$ cat config.mk
export PLATFORM = sky130hd
export DESIGN_NAME = uart_frame_tx_flat
export DESIGN_NICKNAME = d
export VERILOG_FILES = /design/src/rtl/uart_frame_tx_pkg.sv /design/src/rtl/uart_frame_tx_if.sv /design/src/rtl/uart_frame_tx_txuart.sv /design/src/rtl/uart_frame_tx.sv /design/src/flat_wrapper.sv
export SDC_FILE = /design/constraint.sdc
export NUM_CORES = 1
export LEC_CHECK = 0
export BUFFER_PORTS_ARGS = -buffer_cell sky130_fd_sc_hd__buf_4
export CAP_MARGIN = 40
export CORE_MARGIN = 8
export CORE_UTILIZATION = 60
export DETAILED_ROUTE_END_ITERATION = 8
export PLACE_DENSITY = 0.88
export SKIP_LAST_GASP = 1
export SLEW_MARGIN = 20
export SYNTH_ARGS = -nofsm -noshare
export SYNTH_HDL_FRONTEND = slang
export SYNTH_SLANG_ARGS = --single-unit
$ cat constraint.sdc
create_clock -name CLK -period 2.75 [get_ports CLK]
set_clock_uncertainty 0.1 [all_clocks]
set_input_delay 0.4125 -clock CLK [delete_from_list [all_inputs] [get_ports CLK]]
set_output_delay 0.4125 -clock CLK [all_outputs]
set_load 0.01 [all_outputs]
$ cat src/rtl/uart_frame_tx_pkg.sv
// Shared constants and types for the LED frame UART link (transmit and receive sides).
package uart_frame_tx_pkg;

  localparam logic [7:0] FRAME_HDR = 8'h41;
  localparam int         FRAME_LEN = 16;
  localparam int         IDX_W     = $clog2(FRAME_LEN);

  // Bit period in clock cycles; truncating division so both sides agree exactly.
  function automatic int clks_per_bit(input int clk_hz, input int baud);
    return clk_hz / baud;
  endfunction

  typedef enum logic [1:0] {
    IDLE      = 2'd0,
    SEND_HDR  = 2'd1,
    SEND_DATA = 2'd2,
    FINISH    = 2'd3
  } frame_state_e;

endpackage

$ cat src/rtl/uart_frame_tx_if.sv
// Host-side bus of the frame transmitter: buffer writes, start request, serial line and status.
interface uart_frame_tx_if;
  logic       i_wr_en;
  logic [3:0] i_wr_addr;
  logic [7:0] i_wr_data;
  logic       i_start;
  logic       TX;
  logic       o_busy;
  logic       o_done;

  modport master (
    output i_wr_en, i_wr_addr, i_wr_data, i_start,
    input  TX, o_busy, o_done
  );

  modport slave (
    input  i_wr_en, i_wr_addr, i_wr_data, i_start,
    output TX, o_busy, o_done
  );
endinterface

$ cat src/rtl/uart_frame_tx_txuart.sv
// Single-byte 8N1 serializer: accepts a byte when idle, shifts it out LSB first.
module txuart #(
  parameter int CLKS_PER_BIT = 104
) (
  input  logic       CLK,
  input  logic       RST,
  input  logic       i_valid,
  input  logic [7:0] i_data,
  output logic       o_busy,
  output logic       TX
);

  localparam int CW = (CLKS_PER_BIT > 1) ? $clog2(CLKS_PER_BIT) : 1;

  logic [CW-1:0] baud_cnt;
  logic [3:0]    bit_cnt;
  logic [9:0]    shreg;
  logic          busy_q;
  logic          tx_q;

  always_ff @(posedge CLK) begin
    if (RST) begin
      busy_q   <= 1'b0;
      tx_q     <= 1'b1;
      baud_cnt <= '0;
      bit_cnt  <= '0;
      shreg    <= '1;
    end else if (!busy_q) begin
      baud_cnt <= '0;
      bit_cnt  <= '0;
      if (i_valid) begin
        busy_q <= 1'b1;
        tx_q   <= 1'b0;
        shreg  <= {1'b1, i_data, 1'b0};
      end
    end else if (baud_cnt == CW'(CLKS_PER_BIT - 1)) begin
      baud_cnt <= '0;
      // bit 9 is the stop bit: line is already high, just release
      if (bit_cnt == 4'd9) begin
        busy_q <= 1'b0;
        tx_q   <= 1'b1;
      end else begin
        bit_cnt <= bit_cnt + 4'd1;
        shreg   <= {1'b1, shreg[9:1]};
        tx_q    <= shreg[1];
      end
    end else begin
      baud_cnt <= baud_cnt + 1'b1;
    end
  end

  assign o_busy = busy_q;
  assign TX     = tx_q;

endmodule

$ cat src/rtl/uart_frame_tx.sv
// LED frame transmitter: 16-byte column buffer sent as header 'A' plus 16 bytes over 8N1 UART.
module uart_frame_tx
  import uart_frame_tx_pkg::*;
#(
  parameter int CLK_HZ = 12_000_000,
  parameter int BAUD   = 115200
) (
  input  logic          CLK,
  input  logic          RST,
  uart_frame_tx_if.slave bus
);

  localparam int CLKS_PER_BIT = clks_per_bit(CLK_HZ, BAUD);

  frame_state_e            state, state_d;
  logic [IDX_W-1:0]        idx, idx_d;
  logic                    sent, sent_d;
  logic                    start_q;
  logic                    busy;
  logic                    tx_valid;
  logic [7:0]              tx_data;
  logic                    tx_busy;
  logic                    tx_line;
  logic [FRAME_LEN-1:0][7:0] fbuf;

  assign busy = (state != IDLE);

  // Buffer has no reset: contents survive RST and rely on power-up zero of the registers.
  always_ff @(posedge CLK) begin
    if (!RST && bus.i_wr_en && !busy)
      fbuf[bus.i_wr_addr] <= bus.i_wr_data;
  end

  // Start is registered only while idle, so requests during a frame are dropped, not queued.
  always_ff @(posedge CLK) begin
    if (RST) start_q <= 1'b0;
    else     start_q <= bus.i_start && (state == IDLE);
  end

  always_ff @(posedge CLK) begin
    if (RST) begin
      state <= IDLE;
      idx   <= '0;
      sent  <= 1'b0;
    end else begin
      state <= state_d;
      idx   <= idx_d;
      sent  <= sent_d;
    end
  end

  // 'sent' marks the current byte as handed to the serializer; completion is its busy falling.
  always_comb begin
    state_d  = state;
    idx_d    = idx;
    sent_d   = sent;
    tx_valid = 1'b0;
    tx_data  = FRAME_HDR;
    case (state)
      IDLE: begin
        idx_d  = '0;
        sent_d = 1'b0;
        if (start_q) state_d = SEND_HDR;
      end
      SEND_HDR: begin
        tx_data = FRAME_HDR;
        if (!sent) begin
          tx_valid = 1'b1;
          if (!tx_busy) sent_d = 1'b1;
        end else if (!tx_busy) begin
          sent_d  = 1'b0;
          state_d = SEND_DATA;
        end
      end
      SEND_DATA: begin
        tx_data = fbuf[idx];
        if (!sent) begin
          tx_valid = 1'b1;
          if (!tx_busy) sent_d = 1'b1;
        end else if (!tx_busy) begin
          sent_d = 1'b0;
          if (idx == IDX_W'(FRAME_LEN - 1)) state_d = FINISH;
          else                              idx_d   = idx + 1'b1;
        end
      end
      FINISH:  state_d = IDLE;
      default: state_d = IDLE;
    endcase
  end

  txuart #(.CLKS_PER_BIT(CLKS_PER_BIT)) u_txuart (
    .CLK     (CLK),
    .RST     (RST),
    .i_valid (tx_valid),
    .i_data  (tx_data),
    .o_busy  (tx_busy),
    .TX      (tx_line)
  );

  assign bus.TX     = tx_line;
  assign bus.o_busy = busy;
  assign bus.o_done = (state == FINISH);

endmodule

$ cat src/flat_wrapper.sv
// flat-port wrapper written by rule: the top's interface ports become plain ports
module uart_frame_tx_flat import uart_frame_tx_pkg::*;
#(
  parameter int CLK_HZ = 12_000_000,
  parameter int BAUD   = 115200
)
  (CLK, RST, bus_i_wr_en, bus_i_wr_addr, bus_i_wr_data, bus_i_start, bus_TX, bus_o_busy, bus_o_done);
  uart_frame_tx_if bus_i ();
  input  logic CLK;
  input  logic RST;
  input wire logic [$bits(bus_i.i_wr_en)-1:0] bus_i_wr_en;
  input wire logic [$bits(bus_i.i_wr_addr)-1:0] bus_i_wr_addr;
  input wire logic [$bits(bus_i.i_wr_data)-1:0] bus_i_wr_data;
  input wire logic [$bits(bus_i.i_start)-1:0] bus_i_start;
  output wire logic [$bits(bus_i.TX)-1:0] bus_TX;
  output wire logic [$bits(bus_i.o_busy)-1:0] bus_o_busy;
  output wire logic [$bits(bus_i.o_done)-1:0] bus_o_done;
  assign bus_i.i_wr_en = bus_i_wr_en;
  assign bus_i.i_wr_addr = bus_i_wr_addr;
  assign bus_i.i_wr_data = bus_i_wr_data;
  assign bus_i.i_start = bus_i_start;
  assign bus_TX = bus_i.TX;
  assign bus_o_busy = bus_i.o_busy;
  assign bus_o_done = bus_i.o_done;
  uart_frame_tx #(.CLK_HZ(CLK_HZ), .BAUD(BAUD)) u_core (.CLK(CLK), .RST(RST), .bus(bus_i));
endmodule
Word level (Yosys, flattened, before mapping)

Cells that the tools add are included.

Word-level logic and storage cells: 102
Register bits: 159

Mux-type cells: 35
Reduce and logical (&&, ||, !) cells: 19
Order comparisons: 3
Bitwise logic cells: 2
Add/subtract/negate cells: 3
Equal/unequal tests: 15

Operator list:

| kind                                                                    | count |
|---|---|
| 128-bit bitwise mux                                                     | 1 |
| 10-bit two-way mux                                                      | 4 |
| 8-bit binary-select mux with 4-bit select                               | 1 |
| 8-bit demux with 4-bit select                                           | 1 |
| 8-bit two-way mux                                                       | 3 |
| 1-bit two-way mux                                                       | 13 |
| 2-bit two-way mux                                                       | 6 |
| 4-bit two-way mux                                                       | 3 |
| 4-bit by 5-bit < comparator with 1-bit output, second input constant    | 2 |
| 2-bit by 1-bit inequality test with 1-bit output, second input constant | 5 |
| 4-bit by 1-bit adder with 4-bit output, second input constant           | 2 |
| 4-bit equality test, second input constant                              | 2 |
| 2-bit inequality test, second input constant                            | 4 |
| 2-bit one-hot mux with 4 select lines                                   | 1 |
| 4-bit one-hot mux with 2 select lines                                   | 1 |
| 2-bit nonzero test                                                      | 4 |
| 7-bit by 1-bit adder with 7-bit output, second input constant           | 1 |
| 7-bit equality test, second input constant                              | 1 |
| 6-bit AND reduction                                                     | 1 |
| 2-bit equality test, second input constant                              | 2 |
| 4-bit by 1-bit >= comparator with 1-bit output, second input constant   | 1 |
| 1-bit logical AND                                                       | 4 |
| 2-bit AND reduction                                                     | 2 |
| 4-bit AND reduction                                                     | 1 |
| 8 further kinds                                                         | 11 |

Depth between registers and ports, before layout

Gate-level depths: netlist of the first run.

Word-level depth: 5
Depth in mapped cells: 8
Mapped depth without buffers: 6

Cells and area by module

A second synthesis of the first run with hierarchy kept.

Cells, all modules: 390
Area, all modules: 6498.7 um^2

Modules (own cells, without submodules):

| module        | cells each | sequential area each (um^2) | area each (um^2) | times used |
|---|---|---|---|---|
| uart_frame_tx | 279        | 4003.8                      | 5465.2           | 1 |
| txuart        | 111        | 420.4                       | 1033.5           | 1 |

Least setup slack after synthesis of the first run

OpenSTA, ideal clock, no wires.

Path type: in2reg
From: input RST
To: register u_core.fbuf[16] (netlist name) (enable)
Setup time: 383 ps
Buffers on the path: 1
Cell stages on the path: 4
Arrival time: 1867 ps
Required time: 2267 ps
Setup slack: 400 ps
Cells stage by stage: clkbuf_1 -> nand3b_1 -> or3b_2 -> nor3_1

Word-level cells in the longest chain between the ends: 3

RTL lines:

| element                        | line                | source |
|---|---|---|
| start: declaration             | flat_wrapper.sv:10  | `input logic RST;` |
| 1-bit zero test                | uart_frame_tx.sv:30 | `if (!RST && bus.i_wr_en && !busy)` |
| 1-bit logical AND (2 in a row) | uart_frame_tx.sv:30 |  |
| end signal: indexed assignment | uart_frame_tx.sv:31 | `fbuf[bus.i_wr_addr] <= bus.i_wr_data;` |
| end: declaration               | uart_frame_tx.sv:24 | `logic [FRAME_LEN-1:0][7:0] fbuf;` |

No other way between the ends.
A chain may end at the register's enable or synchronous reset.

Final worst setup path of the first run

From: register u_core.state[0]
To: register u_core.fbuf[102] (netlist name) (enable)

Word-level cells in the longest chain between the ends: 3

RTL lines:

| element                  | line                | source |
|---|---|---|
| start: declaration       | uart_frame_tx.sv:15 | `frame_state_e state, state_d;` |
| start signal: assignment | uart_frame_tx.sv:46 | `state <= state_d;` |
| 2-bit nonzero test       | uart_frame_tx.sv:26 | `assign busy = (state != IDLE);` |
| 1-bit zero test          | uart_frame_tx.sv:30 |  |
| 1-bit logical AND        | uart_frame_tx.sv:30 |  |

No other way between the ends.

==> results of run 1 <==
state kept, by name, indices dropped and copies added, names as in the netlist, 2 cells and up:
| register | count |
|---|---|
| u_core.u_txuart.bit_cnt | 4 |
| u_core.fbuf | 128 |
| u_core.idx | 4 |
| u_core.u_txuart.baud_cnt | 7 |
| u_core.u_txuart.shreg | 8 |
| u_core.state | 2 |
synth_stat cells, types with 2 or more instances:
library cell  count
nand3_1          14
inv_1             8
buf_6             2
clkbuf_1          4
ha_1             11
or3b_2            2
buf_4             2
a221oi_1          5
buf_2             9
mux2i_1          16
a2bb2oi_1         2
nor2b_1           7
nor2_1           31
a31oi_1           3
xnor2_1           2
nor3_1            4
o211ai_1          5
nand2_1          13
nand3b_1          5
nand2b_1          7
a21oi_1           9
a22oi_1           2
o21ai_0           5
or3_1             3
and3_1            3
xor2_1            4
edfxtp_1        128
mux4_2           28
mux2_2            8
and2_1            2
nor3b_1           2
dfxtp_1          29
a211oi_1          3
nor3b_2           2
metal layers:
metal | vias up | track usage [%]
met4 | 0 | 8.90
met2 | 164 | 30.7
met1 | 1820 | 23.6
met3 | 30 | 5.11
li1 | 1608 | -
met5 | - | 0
critical path: stages, from the launching register on:
cell and delay [ns]:
dfxtp_1 0.35, inv_1 0.14, ha_1 0.27, nand3b_1 0.16, or3_1 0.41, nor2_1 0.66
cell usage in the layout (no fill, tap or decap), drive strengths merged, types with 2 or more instances in the layout:
cell and instances:
edfxtp 128, buf 38, nor2 31, dfxtp 29, mux4 28, clkbuf 17, mux2i 16, nand3 14
nand2 13, ha 11, inv 11, a21oi 9, mux2 8, nand2b 7, nor2b 7, clkinv 6
nand3b 5, a221oi 5, o211ai 5, o21ai 5, nor3 4, xor2 4, bufinv 4, nor3b 4
or3 3, and3 3, a31oi 3, a211oi 3, or3b 3, a2bb2oi 2, a22oi 2, and2 2
xnor2 2, a31o 2
power groups by stage:
stage                     Clock, µW  Sequential [µW]  Combinational [µW]
after floorplan                   0             2760                 455
after global placement            0             2770                 615
after detailed placement          0             2770                 651
after CTS                      2420             2730                 668
after global routing           2520             2740                 734
final                          2390             2730                 668
metrics by stage:
stage / cells / worst slack (ns) / total power (µW) / hold WS [ns]
2_1_floorplan: 391 / 0.400 / 3210 / 0.313
3_3_place_gp: 548 / 0.566 / 3380 / 0.323
3_5_place_dp: 548 / 0.338 / 3430 / 0.349
4_1_cts: 580 / 0.320 / 5820 / 0.0748
5_1_grt: 580 / 0.164 / 5990 / 0.0806
6_report: 580 / 0.294 / 5790 / 0.0819
worst max-delay path by stage:
stage | startpoint | endpoint | depth (start not counted) | slack [ns]
floorplan | RST | u_core.fbuf[16]$_DFFE_PP_ | 4 | 0.40
global placement | u_core.state[0]$_SDFFE_PP0P_ | u_core.fbuf[98]$_DFFE_PP_ | 5 | 0.57
detailed placement | u_core.state[0]$_SDFFE_PP0P_ | u_core.fbuf[99]$_DFFE_PP_ | 5 | 0.34
CTS | u_core.state[0]$_SDFFE_PP0P_ | u_core.fbuf[102]$_DFFE_PP_ | 5 | 0.32
global route | u_core.state[0]$_SDFFE_PP0P_ | u_core.fbuf[102]$_DFFE_PP_ | 5 | 0.16
finish | u_core.state[0]$_SDFFE_PP0P_ | u_core.fbuf[102]$_DFFE_PP_ | 5 | 0.29
logic make-up (layout without fill, tap and decap cells):
group	after synthesis	in the layout	synth area share [%]
compound gates	41	41	4.48
fa+ha+maj	11	11	2.14
xor+xnor	6	6	0.817
flops	157	157	68.8
mux	52	52	13.7
simple gates	99	99	8.06
buf+inv	25	78	1.99
cell type report:
class	count	area share (%)
timing repair buffer	39	4.31
clock inverter	14	2.59
sequential	157	59.6
clock buffer	17	5.57
multi-input combinational	209	25.3
inverter	8	0.404
tap	136	2.29
what timing repair did:
action	4_1_cts	5_1_grt
endpoints found under the hold margin	1	0
resized for setup	0	0
hold buffers	1	0
buffers inserted	0	0
==> impl_metrics.env, run 1 <==
export IMPL_run_status="completed"
export IMPL_yosys_top_cells_area="edfxtp_1, mux4_2, dfxtp_1"
export IMPL_cts_root_buf="clkbuf_8"
export IMPL_timing_final_crit_share_pct=89.3
export IMPL_tightestPinTransition_ns=0.803
export IMPL_synth_top_area_share_pct=59.8
export IMPL_areaGrowthSynthToFinish_pct=15.6
export IMPL_io_pins=19
export IMPL_io_buffer_count=18
export IMPL_ys_ff_latch=157
export IMPL_initial_core_util_pct=62.0
export IMPL_p_sw_share_pct=23.8
export IMPL_r2r_slack_ns=0.29
export IMPL_ys_async_sr_fraction_pct=0
export IMPL_cp_end_kind="flip-flop"
export IMPL_synth_enable_flop_cells=128
export IMPL_grt_overflow=0
export IMPL_cp_start_kind="flip-flop"
export IMPL_grt_max_degree=41
export IMPL_cp_data_required_time_ns=2.81
export IMPL_drt_pass1_iter_count=5
export IMPL_rr_worst_depth=5
export IMPL_clock_path_buffers=2
export IMPL_p_comb_share_pct=11.5
export IMPL_drv_slew=0
export IMPL_p_seq_share_pct=47.1
export IMPL_path_clk_slew_ns=0.06
export IMPL_holdPathEnd="u_core.fbuf[21]$_DFFE_PP_"
export IMPL_r2r_end="u_core.fbuf[102]$_DFFE_PP_"
export IMPL_grt_antenna_before_repair=0
export IMPL_cts_sinks=157
export IMPL_dr_max_layer_used="met4"
export IMPL_tns_ns=0
export IMPL_die_height_um=120
export IMPL_ff_latch_area_um2=4430
export IMPL_slew_headroom_pct=46.3
export IMPL_internal_power_uw=4420
export IMPL_cts_tree="built"
export IMPL_synth_top_area_cell="edfxtp_1"
export IMPL_place_area_um2=6810
export IMPL_cp_max_fo=8
export IMPL_synth_cell_types=45
export IMPL_power_frac_clock_pct=41.4
export IMPL_multi_input_area_um2=1880
export IMPL_reg2reg_from="u_core.state[0]$_SDFFE_PP0P_"
export IMPL_routedLengthMet1_um=5150
export IMPL_min_period_ns=2.46
export IMPL_post_dp_hpwl_um=8170
export IMPL_met3_wirelength_um=833
export IMPL_clkLatencyLatePin_ns=0.54
export IMPL_first_global_vias=3712
export IMPL_cp_arrival_ns=2.52
export IMPL_avgSynthCellArea_um2=16.4
export IMPL_p_leak_uw=0.00243
export IMPL_cts_buffers=17
export IMPL_ctsHtreeMaxLevel=4
export IMPL_final_layout_size_suffix_gt1_share_pct=24.8
export IMPL_hold_path_class="input port to flip-flop"
export IMPL_max_freq_ghz=0.407
export IMPL_routedWlPerCell_um=22.2
export IMPL_ir_drop_v=0.000670
export IMPL_maxCapViolCount=0
export IMPL_vias_per_cell=6.24
export IMPL_routed_wl_um=12900
export IMPL_final_util_pct=71.6
export IMPL_antenna_cells=0
export IMPL_ys_seq_area_share_pct=68.8
export IMPL_drc=0
export IMPL_syn_area_um2=6430
export IMPL_nets=459
export IMPL_grt_use_total_pct=19.0
export IMPL_yosysWarnings=0
export IMPL_synth_flop_cell="edfxtp_1"
export IMPL_gp_congestion=0.823
export IMPL_hp_start="bus_i_wr_data[5]"
export IMPL_final_area_um2=7430
export IMPL_finalHoldViolCount=0
export IMPL_synth_cells=391
export IMPL_power_density_nw_per_um2=780
export IMPL_dr_total_vias=3622
export IMPL_finalSetupViolCount=0
export IMPL_die_area_um2=14300
export IMPL_grt_pass1_wl_um=20500
export IMPL_ant_nets=0
export IMPL_wl_met2_um=6600
export IMPL_drt_iter0_markers=403
export IMPL_synth_nets=418
export IMPL_die_width_um=120
export IMPL_fp_row_count=37
export IMPL_hold_depth=1
export IMPL_critPathKind="flip-flop to flip-flop"
export IMPL_core_area_um2=10400
export IMPL_power_switching_uw=1380
export IMPL_rsz0062_at_grt="no"
export IMPL_fillerInstances=613
(Power assumes the default switching activity.)
==> inputs of run 2 (changes only) <==
--- a/config.mk
+++ b/config.mk
@@ -5,6 +5,7 @@
 export SDC_FILE = /design/constraint.sdc
 export NUM_CORES = 1
 export LEC_CHECK = 0
+export ABC_AREA = 1
 export BUFFER_PORTS_ARGS = -buffer_cell sky130_fd_sc_hd__buf_4
 export CAP_MARGIN = 40
 export CORE_MARGIN = 8
==> run 2 against run 1 <==
  * Clock power rose by 9.2%
  * Final area grew 7.4%
  * Count of clock-buffer cells in the layout is the same
  * Critical path depth is 1 higher
  * Non-clock buffer count decreased by 4
  * Sequential power about the same
  * Utilization shrank 1.8 points
  * Largest power group unchanged
==> impl_metrics.env, run 2 <==
export IMPL_run_status="completed"
export IMPL_synthMostInstantiatedCell="nand2_1"
export IMPL_avgSynthCellArea_um2=9.37
export IMPL_cts_buffers=17
export IMPL_finalHoldViolCount=0
export IMPL_nets=807
export IMPL_dp_cells=904
export IMPL_first_global_vias=5140
export IMPL_cp_data_required_time_ns=2.71
export IMPL_hold_buffers=0
export IMPL_synth_top_area_share_pct=54.6
export IMPL_yosys_top_cells_area="edfxtp_1, nand2_1, dfxtp_1"
export IMPL_grt_pass1_wl_um=25800
export IMPL_clock_path_buffers=2
export IMPL_final_cells=936
export IMPL_clkLatencyLatePin_ns=0.43
export IMPL_cp_start_kind="flip-flop"
export IMPL_final_cell_mix="nand2_1, edfxtp_1, inv_1"
export IMPL_synth_cells=751
export IMPL_critPathKind="flip-flop to flip-flop"
export IMPL_fin_ws_ns=0.151
export IMPL_ys_async_sr_fraction_pct=0
export IMPL_synth_top_area_cell="edfxtp_1"
export IMPL_routedWlPerCell_um=17.3
export IMPL_fp_row_count=39
export IMPL_io_pins=19
export IMPL_tns_ns=0
export IMPL_finalSetupViolCount=0
export IMPL_cts_tree="built"
export IMPL_cts_resized=0
export IMPL_drt_pass1_iter_count=5
export IMPL_ant_nets=0
export IMPL_cts_sinks=157
export IMPL_ir_drop_v=0.000673
export IMPL_timing_final_crit_share_pct=94.5
export IMPL_drt_iter0_markers=574
export IMPL_ys_seq_area_share_pct=62.9
export IMPL_synth_cell_types=27
export IMPL_synth_nets=778
export IMPL_grt_antenna_before_repair=0
export IMPL_cts_root_buf="clkbuf_16"
export IMPL_synth_common_cells="nand2_1, edfxtp_1, inv_1, nand3_1, nor2_1"
export IMPL_grt_use_total_pct=21.1
export IMPL_maxCapViolCount=0
export IMPL_regMostFlops="u_core.fbuf"
export IMPL_final_layout_size_suffix_gt1_share_pct=9.96
export IMPL_grt_max_degree=67
export IMPL_rsz0062_at_grt="no"
export IMPL_dr_total_vias=5212
export IMPL_vias_per_cell=5.57
export IMPL_ctsHtreeMaxLevel=4
export IMPL_largest_reg_flops=128
export IMPL_final_common_cell="nand2_1"
export IMPL_die_height_um=124
export IMPL_routed_wl_um=16200
export IMPL_cp_end_kind="flip-flop"
export IMPL_io_buffer_count=18
export IMPL_min_period_ns=2.60
export IMPL_power_density_nw_per_um2=858
export IMPL_top_regs="u_core.fbuf: 128 flops, u_core.u_txuart.shreg: 8 flops, u_core.u_txuart.baud_cnt: 7 flops"
export IMPL_initial_core_util_pct=61.6
export IMPL_areaGrowthSynthToFinish_pct=13.4
export IMPL_syn_area_um2=7030
export IMPL_final_util_pct=69.9
export IMPL_ys_ff_latch=157
export IMPL_post_dp_hpwl_um=10300
export IMPL_yosysWarnings=0
export IMPL_gp_congestion=0.883
export IMPL_slew_headroom_pct=51.4
export IMPL_max_freq_ghz=0.385
export IMPL_dp_slack_ns=0.230
export IMPL_cp_arrival_ns=2.56
export IMPL_synth_flop_cell="edfxtp_1"
export IMPL_post_cts_buffers=0
export IMPL_synth_enable_flop_cells=128
export IMPL_p_leak_uw=0.00345
export IMPL_die_area_um2=15400
export IMPL_grt_overflow=0
export IMPL_cp_max_fo=8
export IMPL_core_area_um2=11400
export IMPL_hold_path_class="input port to flip-flop"
export IMPL_antenna_cells=0
export IMPL_tightestPinTransition_ns=0.726
export IMPL_die_width_um=124
export IMPL_drc=0
export IMPL_path_clk_slew_ns=0.06
export IMPL_drv_slew=0
## run 2: worst max-delay path, cell delays in order, from the launching register on
cell and delay, ns:
dfxtp_1 0.34, inv_1 0.15, ha_1 0.20, inv_1 0.11
nor2_1 0.40, nand3_1 0.29, nor2_1 0.63
## run 2: where the power goes
group | leakage [µW] | switching (µW) | total, µW | internal (µW)
sequential | 0.00139 | 74.9 | 2750 | 2670
clock | 0.000326 | 981 | 2610 | 1630
combinational | 0.00174 | 1030 | 1490 | 460
total | 0.00345 | 2090 | 6850 | 4760
## run 2: logic make-up after synthesis
family	count (synthesis)	synth area share (%)
simple gates	380	22.2
flops	157	62.9
buf+inv	155	9.14
compound gates	48	3.77
fa+ha+maj	11	1.96
## run 2: path summary, 6_finish.rpt
path	from	to	slack [ns]	depth (start not counted)
worst max-delay path	u_core.state[0]$_SDFFE_PP0P_	u_core.fbuf[109]$_DFFE_PP_	0.15	6
worst min-delay path	RST	u_core.state[0]$_SDFFE_PP0P_	0.09	2
worst min register to register	u_core.u_txuart.baud_cnt[0]$_SDFF_PP0_	u_core.u_txuart.baud_cnt[0]$_SDFF_PP0_	0.35	1
worst max register to register	u_core.state[0]$_SDFFE_PP0P_	u_core.fbuf[109]$_DFFE_PP_	0.15	6
## run 2: layer usage
metal | up-vias | track usage, % | wire length (µm)
met5 | - | 0 | 0
met4 | 0 | 10.5 | 541
met3 | 48 | 6.13 | 1610
met2 | 287 | 34.8 | 7850
met1 | 2414 | 24.6 | 6180
li1 | 2463 | - | -
## run 2: stage by stage
| step | hold slack [ns] | area, µm² | power (µW) |
|---|---|---|---|
| 2_1_floorplan | 0.318 | 7030 | 3880 |
| 3_3_place_gp | 0.330 | 7320 | 4160 |
| 3_5_place_dp | 0.351 | 7320 | 4240 |
| 4_1_cts | 0.0656 | 7980 | 6850 |
| 5_1_grt | 0.0803 | 7980 | 7160 |
| 6_report | 0.0919 | 7980 | 6850 |
## run 2: final cells by class
cell class,instances,area (µm²)
multi-input combinational,439,1970
tap,143,179
sequential,157,4430
clock buffer,17,425
inverter,130,488
timing repair buffer,35,263
clock inverter,15,231
fill,815,3440
==> inputs of run 3 (changes only) <==
--- a/config.mk
+++ b/config.mk
@@ -9,9 +9,9 @@
 export BUFFER_PORTS_ARGS = -buffer_cell sky130_fd_sc_hd__buf_4
 export CAP_MARGIN = 40
 export CORE_MARGIN = 8
-export CORE_UTILIZATION = 60
+export CORE_UTILIZATION = 40
 export DETAILED_ROUTE_END_ITERATION = 8
-export PLACE_DENSITY = 0.88
+export PLACE_DENSITY = 0.66
 export SKIP_LAST_GASP = 1
 export SLEW_MARGIN = 20
 export SYNTH_ARGS = -nofsm -noshare
==> run 3 against run 2 <==
  * Critical path depth grew 1
  * Final cell count grew 9.2%
  * Power shrank 6.4%
  * Critical path type unchanged
  * Count of clock-buffer cells in the layout is the same
  * Setup slack gained 0.18 ns
==> impl_metrics.env, run 3 (synthesis results as in run 2) <==
export IMPL_run_status="completed"
export IMPL_drc=0
export IMPL_regMostFlops="u_core.fbuf"
export IMPL_hold_depth=2
export IMPL_io_buffer_count=18
export IMPL_rsz0062_at_grt="no"
export IMPL_cp_top_family="simple AND/OR/NAND/NOR gates"
export IMPL_final_layout_size_suffix_gt1_share_pct=10.2
export IMPL_core_area_um2=17200
export IMPL_cp_end_kind="flip-flop"
export IMPL_routedWlPerCell_um=14.7
export IMPL_power_density_nw_per_um2=799
export IMPL_fp_row_count=48
export IMPL_die_height_um=149
export IMPL_rr_worst_depth=7
export IMPL_clock_path_buffers=2
export IMPL_hold_buffers=0
export IMPL_cp_arrival_ns=2.46
export IMPL_maxCapViolCount=0
export IMPL_grt_overflow=0
export IMPL_critPathKind="flip-flop to flip-flop"
export IMPL_grt_max_degree=67
export IMPL_die_width_um=149
export IMPL_areaGrowthSynthToFinish_pct=14.1
export IMPL_largest_reg_flops=128
export IMPL_cts_sinks=157
export IMPL_timing_final_crit_share_pct=88.0
export IMPL_drt_iter0_markers=402
export IMPL_die_area_um2=22100
export IMPL_grt_pass1_wl_um=24200
export IMPL_finalSetupViolCount=0
export IMPL_initial_core_util_pct=40.8
export IMPL_clkLatencyLatePin_ns=0.43
export IMPL_dp_slack_ns=0.375
export IMPL_slowest_delay_ns=0.38
export IMPL_cp_start_kind="flip-flop"
export IMPL_critPathBufInv=3
export IMPL_p_leak_uw=0.00343
export IMPL_first_global_vias=4643
export IMPL_min_period_ns=2.42
export IMPL_path_clk_slew_ns=0.06
export IMPL_ant_nets=0
export IMPL_cp_cell_sequence="inv_1 > ha_1 > inv_1 > nor2_1 > nand3_1 > nor2_1 > buf_4"
export IMPL_drt_pass1_iter_count=5
export IMPL_dr_total_vias=4887
export IMPL_tightestPinTransition_ns=0.713
export IMPL_antenna_cells=0
export IMPL_cp_data_required_time_ns=2.79
export IMPL_fin_ws_ns=0.331
export IMPL_cp_max_fo=5
export IMPL_top_regs="u_core.fbuf: 128 flops, u_core.u_txuart.shreg: 8 flops, u_core.u_txuart.baud_cnt: 7 flops"
export IMPL_final_cell_mix="nand2_1, edfxtp_1, inv_1"
export IMPL_hold_path_class="input port to flip-flop"
export IMPL_cp_num_cells=7
export IMPL_drv_slew=0
export IMPL_nets=811
export IMPL_cts_root_buf="clkbuf_16"
export IMPL_grt_antenna_before_repair=0
export IMPL_post_cts_buffers=0
export IMPL_cts_tree="built"
export IMPL_cts_buffers=17
export IMPL_routed_wl_um=15000
export IMPL_final_common_cell="nand2_1"
export IMPL_gp_congestion=0.844
export IMPL_io_pins=19
export IMPL_vias_per_cell=4.78
export IMPL_slew_headroom_pct=52.4
export IMPL_grt_use_total_pct=14.3
export IMPL_max_freq_ghz=0.413
export IMPL_cts_resized=0
export IMPL_tns_ns=0
export IMPL_post_dp_hpwl_um=9710
export IMPL_cpMaxStageDelayCell="nor2_1"
export IMPL_ir_drop_v=0.000412
export IMPL_ctsHtreeMaxLevel=4
export IMPL_finalHoldViolCount=0
-- run 3: path summary, 6_finish.rpt --
check	end	from	slack, ns
min reg2reg	u_core.u_txuart.baud_cnt[0]$_SDFF_PP0_	u_core.u_txuart.baud_cnt[0]$_SDFF_PP0_	0.34
min	u_core.start_q$_SDFF_PP0_	RST	0.09
max	u_core.fbuf[29]$_DFFE_PP_	u_core.state[0]$_SDFFE_PP0P_	0.33
max reg2reg	u_core.fbuf[29]$_DFFE_PP_	u_core.state[0]$_SDFFE_PP0P_	0.33
-- run 3: metrics by stage --
step / util (%) / power [µW] / cell area (µm²) / std cells / hold WS (ns)
finish: 46.6 / 6410 / 8030 / 1022 / 0.0880
detailed placement: 43.3 / 4260 / 7470 / 990 / 0.341
CTS: 46.6 / 6470 / 8030 / 1022 / 0.0718
global placement: 43.3 / 4250 / 7470 / 990 / 0.328
floorplan: - / 3880 / 7030 / 751 / 0.318
global route: 46.6 / 6760 / 8030 / 1022 / 0.0855
-- run 3: per-layer routing --
layer | part of all wire (%) | up-vias | track usage (%)
met2 | 44 | 129 | 21.0
met5 | 0 | - | 0
li1 | - | 2469 | -
met1 | 48 | 2268 | 20.0
met3 | 5.9 | 21 | 3.40
met4 | 1.7 | 0 | 5.66
-- run 3: cell type report --
cell class | instances | area [µm²]
Clock inverter | 15 | 133
Timing Repair Buffer | 39 | 305
Fill cell | 1627 | 9210
Multi-Input combinational cell | 439 | 1970
Tap cell | 225 | 282
Inverter | 130 | 488
Sequential cell | 157 | 4430
Clock buffer | 17 | 425
-- run 3: where the power goes --
part	leakage, µW	switching, µW	internal [µW]
combinational	0.00177	1010	463
sequential	0.00139	65.4	2670
clock	0.000276	1010	1190
total	0.00343	2090	4320
-- run 3: worst register-to-register path, cell delays in order, from the launching register on --
cell and delay [ns]:
dfxtp_1 0.34, inv_1 0.16, ha_1 0.19, inv_1 0.10, nor2_1 0.38, nand3_1 0.30
nor2_1 0.36, buf_4 0.21
